[src/rtl/spi_word_link_pkg.sv]
// Shared defaults and FSM state type for the SPI word link.
// Pure declarations; no logic, no latency.
// Not applicable: carries no handshake.
package spi_link_pkg;

    localparam int               WORD_W_DEF    = 16;
    localparam int               HOLD_CYC_DEF  = 4;
    localparam logic [15:0]      IDLE_WORD_DEF = 16'h0000;

    typedef enum logic [1:0] {
        IDLE  = 2'd0,
        LOAD  = 2'd1,
        SHIFT = 2'd2
    } link_state_t;

endpackage

[src/rtl/spi_word_link_if.sv]
// Groups the pad-side SPI pins and the core-side word/strobe signals.
// Wires only; no latency.
// No backpressure: the core edge-detects held levels, SPI is master-paced.
interface spi_word_link_if
    import spi_link_pkg::*;
#(
    parameter int WORD_W = WORD_W_DEF
) ();
    logic              spi_sclk;
    logic              spi_cs_n;
    logic              spi_mosi;
    logic              spi_miso;
    logic [WORD_W-1:0] rx_data;
    logic              rx_valid;
    logic [WORD_W-1:0] tx_data;
    logic              tx_valid;
    logic              tx_done;
    logic              frame_err;
    logic              tx_overrun;

    // The link block itself: pads and core strobes come in, words go out.
    modport slave (
        input  spi_sclk, spi_cs_n, spi_mosi, tx_data, tx_valid,
        output spi_miso, rx_data, rx_valid, tx_done, frame_err, tx_overrun
    );

    // The SPI master plus core side that talks to the link.
    modport master (
        output spi_sclk, spi_cs_n, spi_mosi, tx_data, tx_valid,
        input  spi_miso, rx_data, rx_valid, tx_done, frame_err, tx_overrun
    );
endinterface

[src/rtl/spi_word_link_sync_edge.sv]
// Two-flop synchroniser for an asynchronous level, with rise/fall pulses.
// Pulses appear 2-3 clk after the input edge, one cycle wide.
// No backpressure; every qualified edge produces exactly one pulse.
module sync_edge #(
    parameter logic RST_VAL = 1'b0
) (
    input  logic clk,
    input  logic rstb,
    input  logic i_async,
    output logic o_rise,
    output logic o_fall
);
    logic r_meta;
    logic r_sync;
    logic r_prev;

    // Metastability pair followed by a history flop for edge detection.
    always_ff @(posedge clk or negedge rstb) begin
        if (!rstb) begin
            r_meta <= RST_VAL;
            r_sync <= RST_VAL;
            r_prev <= RST_VAL;
        end else begin
            r_meta <= i_async;
            r_sync <= r_meta;
            r_prev <= r_sync;
        end
    end

    assign o_rise =  r_sync & ~r_prev;
    assign o_fall = ~r_sync &  r_prev;
endmodule

[src/rtl/spi_word_link.sv]
// SPI mode-0 slave: 16-bit MOSI frames to a held word/valid, core words out on MISO.
// rx word lands ~3 clk after the 16th SCLK rise; MISO bit updates ~3 clk after SCLK fall.
// No backpressure: valid/done are HOLD_CYC-cycle levels; a second tx word overwrites and flags overrun.
module spi_word_link
    import spi_link_pkg::*;
#(
    parameter int                WORD_W    = WORD_W_DEF,
    parameter int                HOLD_CYC  = HOLD_CYC_DEF,
    parameter logic [WORD_W-1:0] IDLE_WORD = WORD_W'(IDLE_WORD_DEF)
) (
    input  logic                  clk,
    input  logic                  rstb,
    spi_word_link_if.slave        bus
);
    localparam int HC_W = $clog2(HOLD_CYC + 1);
    localparam int BC_W = $clog2(WORD_W + 1);
    localparam logic [HC_W-1:0] HOLD_LD  = HC_W'(HOLD_CYC);
    localparam logic [BC_W-1:0] LAST_BIT = BC_W'(WORD_W - 1);

    link_state_t       r_state;
    logic [BC_W-1:0]   r_bitcnt;
    logic [WORD_W-2:0] r_rx_sr;
    logic [WORD_W-1:0] r_tx_sr;
    logic [WORD_W-1:0] r_rx_data;
    logic [WORD_W-1:0] r_tx_buf;
    logic              r_pending;
    logic              r_in_flight;
    logic              r_frame_err;
    logic              r_tx_overrun;
    logic              r_tx_vld_prev;
    logic [HC_W-1:0]   r_rx_hold;
    logic [HC_W-1:0]   r_tx_hold;
    logic              r_mosi_meta;
    logic              r_mosi_sync;

    logic w_sclk_rise;
    logic w_sclk_fall;
    logic w_cs_rise;
    logic w_cs_fall;
    logic w_word_done;
    logic w_load_take;
    logic w_restore;
    logic w_tx_edge;

    sync_edge #(.RST_VAL(1'b0)) u_sync_sclk (
        .clk    (clk),
        .rstb   (rstb),
        .i_async(bus.spi_sclk),
        .o_rise (w_sclk_rise),
        .o_fall (w_sclk_fall)
    );

    // cs_n idles high, so its synchroniser resets high to avoid a fake edge.
    sync_edge #(.RST_VAL(1'b1)) u_sync_cs (
        .clk    (clk),
        .rstb   (rstb),
        .i_async(bus.spi_cs_n),
        .o_rise (w_cs_rise),
        .o_fall (w_cs_fall)
    );

    // MOSI takes the same two-flop delay as SCLK so it lines up with the rise pulse.
    always_ff @(posedge clk or negedge rstb) begin
        if (!rstb) begin
            r_mosi_meta <= 1'b0;
            r_mosi_sync <= 1'b0;
        end else begin
            r_mosi_meta <= bus.spi_mosi;
            r_mosi_sync <= r_mosi_meta;
        end
    end

    assign w_word_done = (r_state == SHIFT) && !w_cs_rise && w_sclk_rise
                         && (r_bitcnt == LAST_BIT);
    assign w_load_take = (r_state == LOAD) && !w_cs_rise;
    // A frame closed before its first bit never sent the loaded word; put it back.
    assign w_restore   = (r_state == SHIFT) && w_cs_rise && (r_bitcnt == '0)
                         && r_in_flight;
    assign w_tx_edge   = bus.tx_valid && !r_tx_vld_prev;

    // Frame FSM with rx/tx shift registers and bit counter.
    always_ff @(posedge clk or negedge rstb) begin
        if (!rstb) begin
            r_state     <= IDLE;
            r_bitcnt    <= '0;
            r_rx_sr     <= '0;
            r_tx_sr     <= '0;
            r_rx_data   <= '0;
            r_in_flight <= 1'b0;
            r_frame_err <= 1'b0;
        end else begin
            r_frame_err <= 1'b0;
            case (r_state)
                IDLE: begin
                    if (w_cs_fall) begin
                        r_state <= LOAD;
                    end
                end
                LOAD: begin
                    if (w_cs_rise) begin
                        r_state <= IDLE;
                    end else begin
                        r_tx_sr     <= r_pending ? r_tx_buf : IDLE_WORD;
                        r_in_flight <= r_pending;
                        r_bitcnt    <= '0;
                        r_state     <= SHIFT;
                    end
                end
                SHIFT: begin
                    if (w_cs_rise) begin
                        r_state     <= IDLE;
                        r_in_flight <= 1'b0;
                        r_frame_err <= (r_bitcnt != '0);
                    end else begin
                        if (w_sclk_rise) begin
                            r_rx_sr <= {r_rx_sr[WORD_W-3:0], r_mosi_sync};
                            if (r_bitcnt == LAST_BIT) begin
                                r_rx_data   <= {r_rx_sr, r_mosi_sync};
                                r_in_flight <= 1'b0;
                                r_bitcnt    <= '0;
                                r_state     <= LOAD;
                            end else begin
                                r_bitcnt <= r_bitcnt + 1'b1;
                            end
                        end
                        // The fall that trails a word's last rise must not eat the
                        // freshly loaded MSB, so only shift once a bit was taken.
                        if (w_sclk_fall && (r_bitcnt != '0)) begin
                            r_tx_sr <= {r_tx_sr[WORD_W-2:0], 1'b0};
                        end
                    end
                end
                default: r_state <= IDLE;
            endcase
        end
    end

    // Core result capture on tx_valid rising edge; LOAD consumes the pre-edge word.
    always_ff @(posedge clk or negedge rstb) begin
        if (!rstb) begin
            r_tx_vld_prev <= 1'b0;
            r_tx_buf      <= '0;
            r_pending     <= 1'b0;
            r_tx_overrun  <= 1'b0;
        end else begin
            r_tx_vld_prev <= bus.tx_valid;
            r_tx_overrun  <= 1'b0;
            if (w_tx_edge) begin
                r_tx_buf     <= bus.tx_data;
                r_pending    <= 1'b1;
                r_tx_overrun <= r_pending && !w_load_take;
            end else if (w_load_take) begin
                r_pending <= 1'b0;
            end else if (w_restore) begin
                r_pending <= 1'b1;
            end
        end
    end

    // rx_valid hold: restarts on every completed word.
    always_ff @(posedge clk or negedge rstb) begin
        if (!rstb) begin
            r_rx_hold <= '0;
        end else if (w_word_done) begin
            r_rx_hold <= HOLD_LD;
        end else if (r_rx_hold != '0) begin
            r_rx_hold <= r_rx_hold - 1'b1;
        end
    end

    // tx_done hold: only for words that actually came from the core.
    always_ff @(posedge clk or negedge rstb) begin
        if (!rstb) begin
            r_tx_hold <= '0;
        end else if (w_word_done && r_in_flight) begin
            r_tx_hold <= HOLD_LD;
        end else if (r_tx_hold != '0) begin
            r_tx_hold <= r_tx_hold - 1'b1;
        end
    end

    assign bus.spi_miso   = (r_state != IDLE) ? r_tx_sr[WORD_W-1] : 1'b0;
    assign bus.rx_data    = r_rx_data;
    assign bus.rx_valid   = (r_rx_hold != '0);
    assign bus.tx_done    = (r_tx_hold != '0);
    assign bus.frame_err  = r_frame_err;
    assign bus.tx_overrun = r_tx_overrun;
endmodule
[src/flat_wrapper.sv]
// flat-port wrapper written by rule: the top's interface ports become plain ports
module spi_word_link_flat import spi_link_pkg::*;
#(
    parameter int                WORD_W    = WORD_W_DEF,
    parameter int                HOLD_CYC  = HOLD_CYC_DEF,
    parameter logic [WORD_W-1:0] IDLE_WORD = WORD_W'(IDLE_WORD_DEF)
)
  (clk, rstb, bus_spi_sclk, bus_spi_cs_n, bus_spi_mosi, bus_tx_data, bus_tx_valid, bus_spi_miso, bus_rx_data, bus_rx_valid, bus_tx_done, bus_frame_err, bus_tx_overrun);
  spi_word_link_if #(.WORD_W(WORD_W)) bus_i ();
  input  logic clk;
  input  logic rstb;
  input wire logic [$bits(bus_i.spi_sclk)-1:0] bus_spi_sclk;
  input wire logic [$bits(bus_i.spi_cs_n)-1:0] bus_spi_cs_n;
  input wire logic [$bits(bus_i.spi_mosi)-1:0] bus_spi_mosi;
  input wire logic [$bits(bus_i.tx_data)-1:0] bus_tx_data;
  input wire logic [$bits(bus_i.tx_valid)-1:0] bus_tx_valid;
  output wire logic [$bits(bus_i.spi_miso)-1:0] bus_spi_miso;
  output wire logic [$bits(bus_i.rx_data)-1:0] bus_rx_data;
  output wire logic [$bits(bus_i.rx_valid)-1:0] bus_rx_valid;
  output wire logic [$bits(bus_i.tx_done)-1:0] bus_tx_done;
  output wire logic [$bits(bus_i.frame_err)-1:0] bus_frame_err;
  output wire logic [$bits(bus_i.tx_overrun)-1:0] bus_tx_overrun;
  assign bus_i.spi_sclk = bus_spi_sclk;
  assign bus_i.spi_cs_n = bus_spi_cs_n;
  assign bus_i.spi_mosi = bus_spi_mosi;
  assign bus_i.tx_data = bus_tx_data;
  assign bus_i.tx_valid = bus_tx_valid;
  assign bus_spi_miso = bus_i.spi_miso;
  assign bus_rx_data = bus_i.rx_data;
  assign bus_rx_valid = bus_i.rx_valid;
  assign bus_tx_done = bus_i.tx_done;
  assign bus_frame_err = bus_i.frame_err;
  assign bus_tx_overrun = bus_i.tx_overrun;
  spi_word_link #(.WORD_W(WORD_W), .HOLD_CYC(HOLD_CYC), .IDLE_WORD(IDLE_WORD)) u_core (.clk(clk), .rstb(rstb), .bus(bus_i));
endmodule
[config.mk]
export PLATFORM = sky130hd
export DESIGN_NAME = spi_word_link_flat
export DESIGN_NICKNAME = d
export VERILOG_FILES = /design/src/rtl/spi_word_link_pkg.sv /design/src/rtl/spi_word_link_if.sv /design/src/rtl/spi_word_link_sync_edge.sv /design/src/rtl/spi_word_link.sv /design/src/flat_wrapper.sv
export SDC_FILE = /design/constraint.sdc
export NUM_CORES = 1
export LEC_CHECK = 0
export BUFFER_PORTS_ARGS = -buffer_cell sky130_fd_sc_hd__buf_2
export CAP_MARGIN = 5
export CORE_ASPECT_RATIO = 0.7
export CORE_MARGIN = 2
export CORE_UTILIZATION = 52
export DETAILED_ROUTE_END_ITERATION = 12
export GPL_ROUTABILITY_DRIVEN = 0
export PLACE_DENSITY = 0.75
export SLEW_MARGIN = 20
export SYNTH_ARGS = -nofsm -noshare
export SYNTH_HDL_FRONTEND = slang
export SYNTH_SLANG_ARGS = --single-unit
export TNS_END_PERCENT = 20
[constraint.sdc]
create_clock -name clk -period 1.75 [get_ports clk]
set_input_delay 0.175 -clock clk [delete_from_list [all_inputs] [get_ports clk]]
set_output_delay 0.175 -clock clk [all_outputs]
set_load 0.05 [all_outputs]
# [Word-level counts from Yosys, hierarchy flattened]
# Index checks and enable logic that the tools add are counted.
[totals] out_inout_bits=21 input_bits=22 word_cells=105 register_bits=89
[op_classes] muxes=32 eq_ne=10 n_addsub=3 n_reduce_logical=30 bitwise=9
[ops] operator="$mux 16" count=4
[ops] operator="$pmux 16 s2" count=1
[ops] operator="$mux 5" count=4
[ops] operator="$reduce_and 4->1" count=4
[ops] operator="$mux 3" count=4
[ops] operator="$logic_and 1x1->1" count=11
[ops] operator="$mux 1" count=11
[ops] operator="$mux 2" count=5
[ops] operator="$pmux 5 s2" count=1
[ops] operator="$reduce_bool 3->1" count=3
[ops] operator="$ne 2x2->1 const B" count=4
[ops] operator="$reduce_bool 2->1" count=4
[ops] operator="$pmux 2 s3" count=1
[ops] operator="$reduce_and 3->1" count=2
[ops] operator="$sub 3x1->3 const B" count=2
[ops] operator="$add 5x1->5 const B" count=1
[ops] operator="$eq 5x4->1 const B" count=1
[ops] operator="$logic_not 5->1" count=1
[ops] operator="$not 1->1" count=5
[ops] operator="$reduce_bool 5->1" count=1
[ops] operator="$and 1x1->1" count=4
[ops] operator="$logic_not 1->1" count=3
[ops] operator="$ne 3x1->1 const B" count=1
[ops] operator="$ne 3x2->1 const B" count=1
[ops] operator="other kinds (5)" count=5

# [Longest topological paths before layout]
# Gate-level depths: netlist of run 1.
[logic_depth] word_depth=8 mapped_depth=8 depth_no_buf=6

# [Hierarchy]
# From an unflattened synthesis of run 1, not the netlist that was laid out.
[unflattened] cells_unflattened=293 hier_area_um2=3853.7
[modules_own_cells] module="spi_word_link" area_per_inst_um2=3669.8 instances=1 cells_each=283
[modules_own_cells] module="sync_edge (u_core.u_sync_cs)" area_per_inst_um2=93.8 instances=1 cells_each=5
[modules_own_cells] module="sync_edge (u_core.u_sync_sclk)" area_per_inst_um2=90.1 instances=1 cells_each=5

# [Worst setup path before layout of run 1]
# No wires, ideal clock.
[synth_path] path_kind="reg2reg" startpoint="reg u_core.r_bitcnt[0]" endpoint="reg u_core.r_tx_sr[10]" arrival_ps=1816 path_slack_ps=-140 synth_period_minus_slack_ps=1890 path_stages_with_launch=9 setup_ps=74 path_cell_list="dfrtp_1 inv_1 ha_1 nor4b_1 or4_4 buf_6 and2_4 buf_6 o21ai_2"
[synth_between] elab_chain_cells=4
[synth_rtl] item="from (decl)" line_no="spi_word_link.sv:21" source="logic [BC_W-1:0] r_bitcnt;"
[synth_rtl] item="from (signal assigned)" line_no="spi_word_link.sv:123" source="r_bitcnt <= r_bitcnt + 1'b1;"
[synth_rtl] item="$reduce_bool 5->1" line_no="spi_word_link.sv:128" source="if (w_sclk_fall && (r_bitcnt != '0)) begin"
[synth_rtl] item="$logic_and 1x1->1" line_no="spi_word_link.sv:128"
[synth_rtl] item="$ne 2x2->1 (no line)"
[synth_rtl] item="$reduce_and 4->1 (no line)"
[synth_rtl] item="to (signal assigned)" line_no="spi_word_link.sv:103" source="r_tx_sr <= r_pending ? r_tx_buf : IDLE_WORD;"
[synth_rtl] item="to (signal assigned)" line_no="spi_word_link.sv:129" source="r_tx_sr <= {r_tx_sr[WORD_W-2:0], 1'b0};"
[synth_rtl] item="to (decl)" line_no="spi_word_link.sv:23" source="logic [WORD_W-1:0] r_tx_sr;"
# Every way passes these cells.
# A chain may end at the register's enable or synchronous reset.

# [Worst setup path after layout of run 1]
[layout_path] startpoint="reg u_core.r_bitcnt[1]" endpoint="reg u_core.r_rx_data[0] (netlist: u_core.bus.rx_data[0])"
[layout_between] elab_chain_cells=2
[layout_rtl] item="$eq 5x4->1" line_no="spi_word_link.sv:117" source="if (r_bitcnt == LAST_BIT) begin"
[layout_rtl] item="$reduce_and 4->1 (no line)"
[layout_rtl] item="to (signal assigned)" line_no="spi_word_link.sv:118" source="r_rx_data <= {r_rx_sr, r_mosi_sync};"
[layout_rtl] item="to (decl)" line_no="spi_word_link.sv:24" source="logic [WORD_W-1:0] r_rx_data;"
# Every way passes these cells.

==> impl_metrics.yaml, run 1 <==
grt:
  grt_pass1_vias: 2435
  overflow: 0
  grt.total_usage_pct: 19.3
  antenna_found_initial: 0
  grt_pass1_wl_mm: 11.7
  grt_max_degree: 46
floorplan:
  num_rows: 25
  coreArea_um2: 6850
  die-height_um: 74.7
  start_util_pct: 54.2
  pin_count: 43
  die-area_um2: 7850
  die_w_um: 105
placed_design:
  place_ws_ns: -0.104
  dp_cells: 425
  hpwl_mm: 4.48
  placed_area_um2: 4130
  io_buffer_count: 42
detailed_routing:
  ant_nets: 0
  drt-initial-drc-count: 163
  dr_total_vias: 2445
  wire_per_inst_um: 15.7
  route.final.wire_length_mm: 7.08
  vias_per_cell: 5.41
  first_pass_iters: 4
  drc_errors: 0
setup_path:
  cp-end-kind: "register"
  r2r_slack_ns: -0.02
  worstSetupPathType: "register to register"
  start_kind: "register"
  r2r-start: "u_core.r_bitcnt[1]$_DFFE_PN0P_"
  r2r-end: "u_core.bus.rx_data[0]$_DFFE_PN0P_"
  worstPathRequired_ns: 2.00
  arrival_ns: 2.02
  rr_worst_depth: 6
  critPathMaxFanout: 9
cells_and_area:
  final_core_util_pct: 65.9
  insertedDiodeCount: 0
  drive_gt1_share_pct: 42.5
  fin_area_um2: 4520
  stdcell_count: 452
  area_delta_synth_final_pct: 21.5
  nets: 381
synthesis:
  yosysSeqAreaShare_pct: 60.0
  ys_types: 43
  syn_inst: 289
  syn_nets: 317
  avgSynthCellArea_um2: 12.9
  ys_ff_latch: 89
  yosys_warnings: 0
  syn_area_um2: 3720
hold_path:
  hp-start: "bus_tx_data[2]"
  hold_path_end: "u_core.r_tx_buf[2]$_DFFE_PN0P_"
  holdPathStages: 2
  min_path_type: "input pin to register"
timing:
  finalClockSkew_ns: 0.00675
  final.period_utilization_pct: 101
  fmax_ghz: 0.565
  worst_pin_slew_ns: 0.631
  report.final.slew_viol_count: 0
  setup_viol: 2
  period_needed_ns: 1.77
  max_slew_margin_pct: 57.6
  rsz0062_at_grt: "true"
  hold_violations: 0
  timing.final.ws_setup_ns: -0.0215
flow_run:
  cap_violations: 0
cts:
  clock-root-buffer: "clkbuf_8"
  cts_max_level: 3
  cts_sinks: 89
  clkTransAtPathRegs_ns: 0.08
  cts_tree: "yes"
  cts_buffer_depth: 2
  clk_latency_ns: 0.36
  cts_made_buffers: 9
pwr:
  peakVddDrop_uv: 685
  p_leak_nw: 2.20
  powerDensity_nw_per_um2: 1090
  total_power_mw: 4.95
run_status:
  violations: "setup timing"
  status: "complete, but fails checks"
## repair_timing
item,CTS,global route
resized for setup,8,21
gates cloned,1,1
hold endpoints to repair,25,0
pin swaps,2,2
endpoints found under the setup margin,6,47
buffers inserted,0,4
hold buffers,5,0
## worst max-delay path, cell delays in order (launching register included)
cell       delay (ns)
dfrtp_1          0.40
ha_2             0.21
nand3_2          0.09
nor3_2           0.19
nor2b_4          0.25
clkbuf_16        0.20
mux2_2           0.33
## power breakdown
part           switching [mW]  internal (mW)  total, mW
clock                   0.717          0.656       1.37
sequential              0.230           2.37       2.60
combinational           0.509          0.460      0.969
## worst max path at each step
| stage | start | endpoint |
|---|---|---|
| 6_report | u_core.r_bitcnt[1]$_DFFE_PN0P_ | u_core.bus.rx_data[0]$_DFFE_PN0P_ |
| 5_1_grt | u_core.r_bitcnt[1]$_DFFE_PN0P_ | u_core.bus.rx_data[0]$_DFFE_PN0P_ |
| 4_1_cts | u_core.r_bitcnt[1]$_DFFE_PN0P_ | u_core.r_tx_sr[2]$_DFFE_PN0P_ |
| 3_5_place_dp | u_core.r_bitcnt[1]$_DFFE_PN0P_ | u_core.r_tx_sr[2]$_DFFE_PN0P_ |
| 3_3_place_gp | u_core.u_sync_cs.r_prev$_DFF_PN1_ | u_core.r_tx_sr[1]$_DFFE_PN0P_ |
| 2_1_floorplan | u_core.u_sync_cs.r_prev$_DFF_PN1_ | u_core.r_tx_sr[10]$_DFFE_PN0P_ |
## cells in the mapped netlist, drive strengths merged
| master | n | area, um2 |
|---|---|---|
| o2bb2ai | 1 | 8.76 |
| a21oi | 18 | 90.1 |
| o41ai | 1 | 8.76 |
| buf | 7 | 55.1 |
| nor3b | 1 | 7.51 |
| clkbuf | 8 | 30.0 |
| nand3 | 18 | 90.1 |
| and2b | 1 | 7.51 |
| a221o | 1 | 10.0 |
| or3b | 1 | 8.76 |
| nor4b | 1 | 8.76 |
| o31ai | 1 | 7.51 |
| ha | 6 | 75.1 |
| nand4 | 1 | 6.26 |
| a21o | 2 | 15.0 |
| nor2b | 6 | 37.5 |
| a32o | 1 | 10.0 |
| nor4 | 1 | 6.26 |
| nor4bb | 1 | 10.0 |
| dfstp | 3 | 78.8 |
| and3 | 16 | 100 |
| nor2 | 8 | 32.5 |
| a221oi | 1 | 8.76 |
| a211oi | 1 | 7.51 |
| mux2 | 47 | 529 |
| a211o | 1 | 8.76 |
| o21a | 2 | 15.0 |
| xnor2 | 2 | 17.5 |
| and2 | 2 | 15.0 |
| nand2b | 7 | 43.8 |
| nor3 | 2 | 10.0 |
| inv | 6 | 22.5 |
| dfrtp | 86 | 2150 |
| or4 | 1 | 11.3 |
| nand2 | 6 | 22.5 |
| o21ai | 20 | 138 |
| and4b | 1 | 10.0 |
## cell families (layout without fill, tap and decap cells)
family                     after synthesis  after routing  synth area share (%)
AOI/OAI and AO/OA                       50             50                  8.82
xor gates and xnor gates                 2              2                 0.471
adders and majority gates                6              6                  2.02
buffers and inverters                   21             89                  2.90
DFF                                     89             89                  60.0
muxes                                   47             47                  14.2
and+or+nand+nor                         74             75                  11.5
## cells in the final DEF (no fill, tap or decap), types with 6 or more instances in the layout
master | synthesis | layout
a21oi_1 | 18 | 18
and3_1 | 16 | 16
buf_2 | 2 | 41
buf_4 | 3 | 16
clkbuf_8 | 0 | 9
dfrtp_1 | 86 | 86
inv_1 | 6 | 6
mux2_2 | 47 | 32
mux2_4 | 0 | 15
nand2b_1 | 7 | 6
nand3_1 | 18 | 17
nor2_1 | 7 | 7
o21ai_2 | 10 | 12
## metrics by stage
| step | hold slack [ns] | setup TNS (ns) |
|---|---|---|
| 6_report | 0.0447 | -0.0269 |
| 5_1_grt | 0.0206 | -1.33 |
| 4_1_cts | 0.0293 | -0.0203 |
| 3_5_place_dp | 0.0844 | -0.193 |
| 3_3_place_gp | 0.0811 | 0 |
| 2_1_floorplan | -0.121 | -0.608 |
## routing by layer
layer,vias up,global-route usage (%),part of all wire [%]
met1,1231,27.1,49
met4,0,6.96,1.3
met2,50,29.4,46
met3,9,5.45,4.3
met5,-,0,0
li1,1155,-,-
## layout make-up
type                            count  area (um2)
Clock buffer                        9         124
Fill cell                         496        2330
Timing Repair Buffer               67         472
Inverter                            6        22.5
Multi-Input combinational cell    180        1480
Sequential cell                    89        2230
Tap cell                           94         118
Clock inverter                      7        68.8
## flip-flops by register name, indices dropped and copies added (netlist names), 2 cells and up
register            cells
u_core.bus.rx_data     16
u_core.r_rx_sr         15
u_core.r_tx_sr         16
u_core.r_tx_hold        3
u_core.r_bitcnt         5
u_core.r_state          2
u_core.r_rx_hold        3
u_core.r_tx_buf        16
No activity file was read; power rests on OpenSTA's default activity.
==> run 2, diff against run 1 <==
--- a/config.mk
+++ b/config.mk
@@ -10,6 +10,7 @@
 export CORE_ASPECT_RATIO = 0.7
 export CORE_MARGIN = 2
 export CORE_UTILIZATION = 52
+export CTS_BUF_LIST = sky130_fd_sc_hd__clkbuf_16
 export DETAILED_ROUTE_END_ITERATION = 12
 export GPL_ROUTABILITY_DRIVEN = 0
 export PLACE_DENSITY = 0.75
==> run 2 against run 1 <==
Against the previous run:
- the flow now finishes without violations
- sequential cell count unchanged
- clock power up 37%
- global-route usage unchanged
- total power up 11%
- first-iteration DRC count down 9.2%
- utilization up 0.11 points
- critical path type unchanged
==> impl_metrics.yaml, run 2 (same netlist as run 1, synthesis figures left out) <==
grt:
  grt_max_degree: 46
  grt_pass1_wl_mm: 11.7
  antenna_found_initial: 0
  grt_pass1_vias: 2452
  grt.total_usage_pct: 19.3
  overflow: 0
setup_path:
  critPathMaxFanout: 8
  cp_slowest_cell: "or4_4"
  arrival_ns: 2.00
  slowest_delay_ns: 0.56
  critical_path.cell_chain: "and2b_1, or4_4, and2_4, o21ai_2"
  start_kind: "register"
  cp-end-kind: "register"
  worstSetupPathType: "register to register"
  worstPathRequired_ns: 2.01
floorplan:
  pin_count: 43
  die-area_um2: 7850
  start_util_pct: 54.2
  num_rows: 25
  coreArea_um2: 6850
  die_w_um: 105
  die-height_um: 74.7
cells_and_area:
  nets: 378
  fillers: 500
  stdcell_count: 449
  area_delta_synth_final_pct: 21.8
  drive_gt1_share_pct: 42.3
  layout_commonest_cell: "dfrtp_1"
  final_core_util_pct: 66.0
  insertedDiodeCount: 0
  final_cell_mix: "dfrtp_1 (86), mux2_2 (47), buf_2 (41), nand3_1 (18), a21oi_1 (18)"
cts:
  cts_made_buffers: 9
  clkTransAtPathRegs_ns: 0.06
  cts_tree: "yes"
  cts_sinks: 89
  cts_max_level: 3
  clk_latency_ns: 0.34
  cts_buffer_depth: 2
  clock-root-buffer: "clkbuf_16"
placed_design:
  dp_cells: 425
  hpwl_mm: 4.48
  io_buffer_count: 42
detailed_routing:
  route.final.wire_length_mm: 6.85
  drc_errors: 0
  ant_nets: 0
  dr_total_vias: 2447
  wire_per_inst_um: 15.2
  first_pass_iters: 4
  drt-initial-drc-count: 148
  vias_per_cell: 5.45
pwr:
  total_power_mw: 5.47
  p_leak_nw: 2.22
  powerDensity_nw_per_um2: 1210
  peakVddDrop_uv: 747
timing:
  report.final.slew_viol_count: 0
  finalClockSkew_ns: 0.00639
  setup_viol: 0
  fin_tns_setup_ns: 0
  hold_violations: 0
  fmax_ghz: 0.575
  rsz0062_at_grt: "true"
  period_needed_ns: 1.74
  max_slew_margin_pct: 58.2
  worst_pin_slew_ns: 0.623
  final.period_utilization_pct: 99.3
  hold_ws_ns: 0.0672
flow_run:
  cap_violations: 0
hold_path:
  min_path_type: "input pin to register"
run_status:
  status: "complete, no violations"
-- run 2: cell count changes in the layout (fill, tap and decap cells not counted), sizes merged --
cell    change
buf         -2
clkbuf      -1
-- run 2: worst paths after layout --
check,start,to,slack [ns],cells after the start
setup / recovery,u_core.u_sync_cs.r_prev$_DFF_PN1_,u_core.r_tx_sr[2]$_DFFE_PN0P_,0.01,4
hold / removal,bus_tx_data[9],u_core.r_tx_buf[9]$_DFFE_PN0P_,0.07,2
setup reg to reg,u_core.u_sync_cs.r_prev$_DFF_PN1_,u_core.r_tx_sr[2]$_DFFE_PN0P_,0.01,4
hold reg to reg,u_core.r_mosi_meta$_DFF_PN0_,u_core.r_mosi_sync$_DFF_PN0_,0.35,0
max in group asynchronous,rstb,u_core.u_sync_cs.r_prev$_DFF_PN1_,0.84,3
min in group asynchronous,rstb,u_core.bus.rx_data[14]$_DFFE_PN0P_,0.27,2
-- run 2: layout make-up --
class                   count  area [um2]  area share (%)
flip-flops and latches     89        2230            49.3
multi-input cells         180        1430            31.6
repair buffers             64         432            9.54
clock buffers               9         225            4.98
well taps                  94         118            2.60
clock inverters             7        68.8            1.52
inverters                   6        22.5           0.498
-- run 2: routing by layer --
layer / vias to the layer above / GRT usage, % / share of wire [%]
met1: 1220 / 26.9 / 49
li1: 1157 / - / -
met2: 58 / 29.3 / 44
met5: - / 0 / 0
met4: 0 / 8.89 / 1.9
met3: 12 / 4.68 / 4.6
-- run 2: where the power goes --
group	internal (mW)	switching [mW]	total, mW
Combinational	0.470	0.515	0.985
Sequential	2.38	0.226	2.60
Clock	1.10	0.777	1.88
-- run 2: critical path: cells and delay by family (launching register included) --
family | cells | cell delay, ns
AO/OA/AOI/OAI | 1 | 0.15
flip-flops | 1 | 0.53
AND/OR/NAND/NOR | 3 | 0.99
-- run 2: timing repair --
item / CTS / global route
endpoints found under the setup margin: 6 / 46
pin swaps: 1 / 1
cloned: 1 / 0
gates resized for setup: 7 / 8
buffers inserted: 2 / 0
endpoints found under the hold margin: 25 / 0
hold buffers: 5 / 0
-- run 2: stage by stage --
| stage | setup WS [ns] | cell area [um2] |
|---|---|---|
| floorplan | -0.0608 | 3730 |
| global placement | 0.0161 | 4130 |
| detailed placement | -0.104 | 4130 |
| CTS | 0.00392 | 4500 |
| global route | -0.101 | 4520 |
| finish | 0.0116 | 4520 |
==> run 3, diff against run 2 <==
--- a/config.mk
+++ b/config.mk
@@ -6,7 +6,7 @@
 export NUM_CORES = 1
 export LEC_CHECK = 0
 export BUFFER_PORTS_ARGS = -buffer_cell sky130_fd_sc_hd__buf_2
-export CAP_MARGIN = 5
+export CAP_MARGIN = 10
 export CORE_ASPECT_RATIO = 0.7
 export CORE_MARGIN = 2
 export CORE_UTILIZATION = 52
@@ -14,6 +14,7 @@
 export DETAILED_ROUTE_END_ITERATION = 12
 export GPL_ROUTABILITY_DRIVEN = 0
 export PLACE_DENSITY = 0.75
+export SETUP_SLACK_MARGIN = 0.3
 export SLEW_MARGIN = 20
 export SYNTH_ARGS = -nofsm -noshare
 export SYNTH_HDL_FRONTEND = slang
==> constraint.sdc (replaced) <==
create_clock -name clk -period 1.75 [get_ports clk]
set_input_delay 0.35 -clock clk [delete_from_list [all_inputs] [get_ports clk]]
set_output_delay 0.35 -clock clk [all_outputs]
set_load 0.05 [all_outputs]
==> run 3 against run 2 <==
Against the previous run:
- non-clock buffer count increased by 17
- sequential share of layout area decreased by 4.0 points
- combinational power increased by 12%
- the run now ends with setup timing left
- largest power group unchanged
- critical path depth increased by 5
- largest cell class unchanged
- cell count increased by 3.8%
- highest routed layer unchanged
- setup slack got worse by 0.098 ns
- design area increased by 8.8%
- utilization increased by 5.8 points
- sequential cell count unchanged
- die area unchanged
- register-to-register slack got worse by 0.098 ns
==> impl_metrics.yaml, run 3 (same netlist as run 1, synthesis figures left out) <==
cells_and_area:
  multiInputGateArea_um2: 1650
  final_cell_mix: "dfrtp_1 (85), buf_2 (38), mux2_2 (31), buf_4 (27), a21oi_1 (17)"
  fillers: 438
  insertedDiodeCount: 0
  nets: 395
  drive_gt1_share_pct: 53.0
  area_delta_synth_final_pct: 32.5
  final_core_util_pct: 71.9
  layout_commonest_cell: "dfrtp_1"
  regArea_um2: 2230
pwr:
  powerDensity_nw_per_um2: 1100
  peakVddDrop_uv: 730
  p_leak_nw: 2.39
  total_power_mw: 5.44
grt:
  grt_max_degree: 42
  grt.total_usage_pct: 22.6
  overflow: 0
  grt_pass1_vias: 2608
  grt_pass1_wl_mm: 13.5
  antenna_found_initial: 0
detailed_routing:
  first_pass_iters: 4
  drc_errors: 0
  ant_nets: 0
  drt-initial-drc-count: 146
  vias_per_cell: 5.61
  route.final.wire_length_mm: 8.41
  dr_total_vias: 2616
  wire_per_inst_um: 18.0
cts:
  cts_made_buffers: 9
  cts_buffer_depth: 2
  cts_max_level: 3
  clk_latency_ns: 0.33
  clock-root-buffer: "clkbuf_16"
  cts_sinks: 89
  clkTransAtPathRegs_ns: 0.06
  cts_tree: "yes"
timing:
  rsz0062_at_grt: "true"
  setup_viol: 28
  final.period_utilization_pct: 105
  max_slew_margin_pct: 64.9
  fmax_ghz: 0.545
  finalClockSkew_ns: 0.00557
  period_needed_ns: 1.84
  timing.final.ws_setup_ns: -0.0864
  hold_violations: 0
  report.final.slew_viol_count: 0
  worst_pin_slew_ns: 0.526
run_status:
  violations: "setup timing"
  status: "complete, but fails checks"
placed_design:
  io_buffer_count: 42
  hpwl_mm: 4.52
hold_path:
  min_path_type: "input pin to register"
  hp-start: "bus_spi_cs_n"
setup_path:
  critPathMaxFanout: 3
  r2r-start: "u_core.r_bitcnt[0]$_DFFE_PN0P_"
  worstPathRequired_ns: 1.95
  cp-end-kind: "register"
  start_kind: "register"
  startpoint: "u_core.r_bitcnt[0]$_DFFE_PN0P_"
  arrival_ns: 2.04
  worstSetupPathType: "register to register"
floorplan:
  die-area_um2: 7850
  coreArea_um2: 6850
  start_util_pct: 54.2
  num_rows: 25
  die-height_um: 74.7
  pin_count: 43
  die_w_um: 105
flow_run:
  cap_violations: 0
-- run 3: cell types whose count changed in the layout (fill, tap and decap cells not counted), sizes merged --
cell / delta
clkinvlp: -2
buf: +20
dlygate4sd3: -4
clkinv: +2
inv: +1
clkbuf: +1
bufinv: -1
-- run 3: final cells by class --
type / instances / share of cell area (%)
inverter: 6 / 0.457
clock buffer: 9 / 4.57
sequential: 89 / 45.3
clock inverter: 7 / 0.610
tap: 94 / 2.39
timing repair buffer: 81 / 13.1
multi-input combinational: 180 / 33.5
-- run 3: worst max-delay path, stage by stage (launching register included) --
cell	delay [ns]
dfrtp_1	0.43
ha_2	0.22
nand3_2	0.09
nor3_4	0.04
buf_4	0.14
buf_4	0.12
buf_4	0.12
buf_4	0.12
buf_4	0.13
o21ai_0	0.28
-- run 3: worst paths after layout --
kind                       slack (ns)                                end  depth (start not counted)
max                             -0.09      u_core.r_state[1]$_DFFE_PN0P_                          9
min                              0.11  u_core.u_sync_cs.r_meta$_DFF_PN1_                          1
max reg2reg                     -0.09      u_core.r_state[1]$_DFFE_PN0P_                          9
min reg2reg                      0.35       u_core.r_mosi_sync$_DFF_PN0_                          0
max in group asynchronous        0.73  u_core.u_sync_cs.r_prev$_DFF_PN1_                          3
min in group asynchronous        0.46  u_core.bus.rx_data[3]$_DFFE_PN0P_                          2
-- run 3: layer usage --
| metal | GRT usage [%] | vias up | part of all wire (%) |
|---|---|---|---|
| met3 | 5.28 | 10 | 4.7 |
| met5 | 0 | - | 0 |
| met4 | 9.78 | 0 | 1.6 |
| met1 | 31.3 | 1344 | 45 |
| li1 | - | 1186 | - |
| met2 | 35.3 | 76 | 48 |
-- run 3: what timing repair did --
action                                  4_1_cts  5_1_grt
hold endpoints to repair                     19        0
cloned                                        4        0
setup buffers                                17        1
endpoints found under the setup margin       60       66
gates resized for setup                      44       33
hold buffers                                  1        0
pin swaps                                    10        6
-- run 3: through the flow --
| stage | hold WS [ns] | setup slack (ns) | cell area [um2] | std cells | setup TNS, ns |
|---|---|---|---|---|---|
| after floorplan | 0.0544 | -0.0608 | 3760 | 289 | -0.608 |
| after global placement | 0.253 | 0.0211 | 4170 | 427 | 0 |
| after detailed placement | 0.261 | -0.0680 | 4170 | 427 | -0.153 |
| after CTS | 0.101 | 0.0221 | 4790 | 465 | 0 |
| after global routing | 0.104 | -0.148 | 4920 | 466 | -2.34 |
| final | 0.112 | -0.0864 | 4920 | 466 | -0.482 |
-- run 3: power by group --
part | leakage, nW | switching (mW) | internal, mW
combinational | 1.10 | 0.576 | 0.523
sequential | 1.15 | 0.270 | 2.38
clock | 0.136 | 0.752 | 0.934
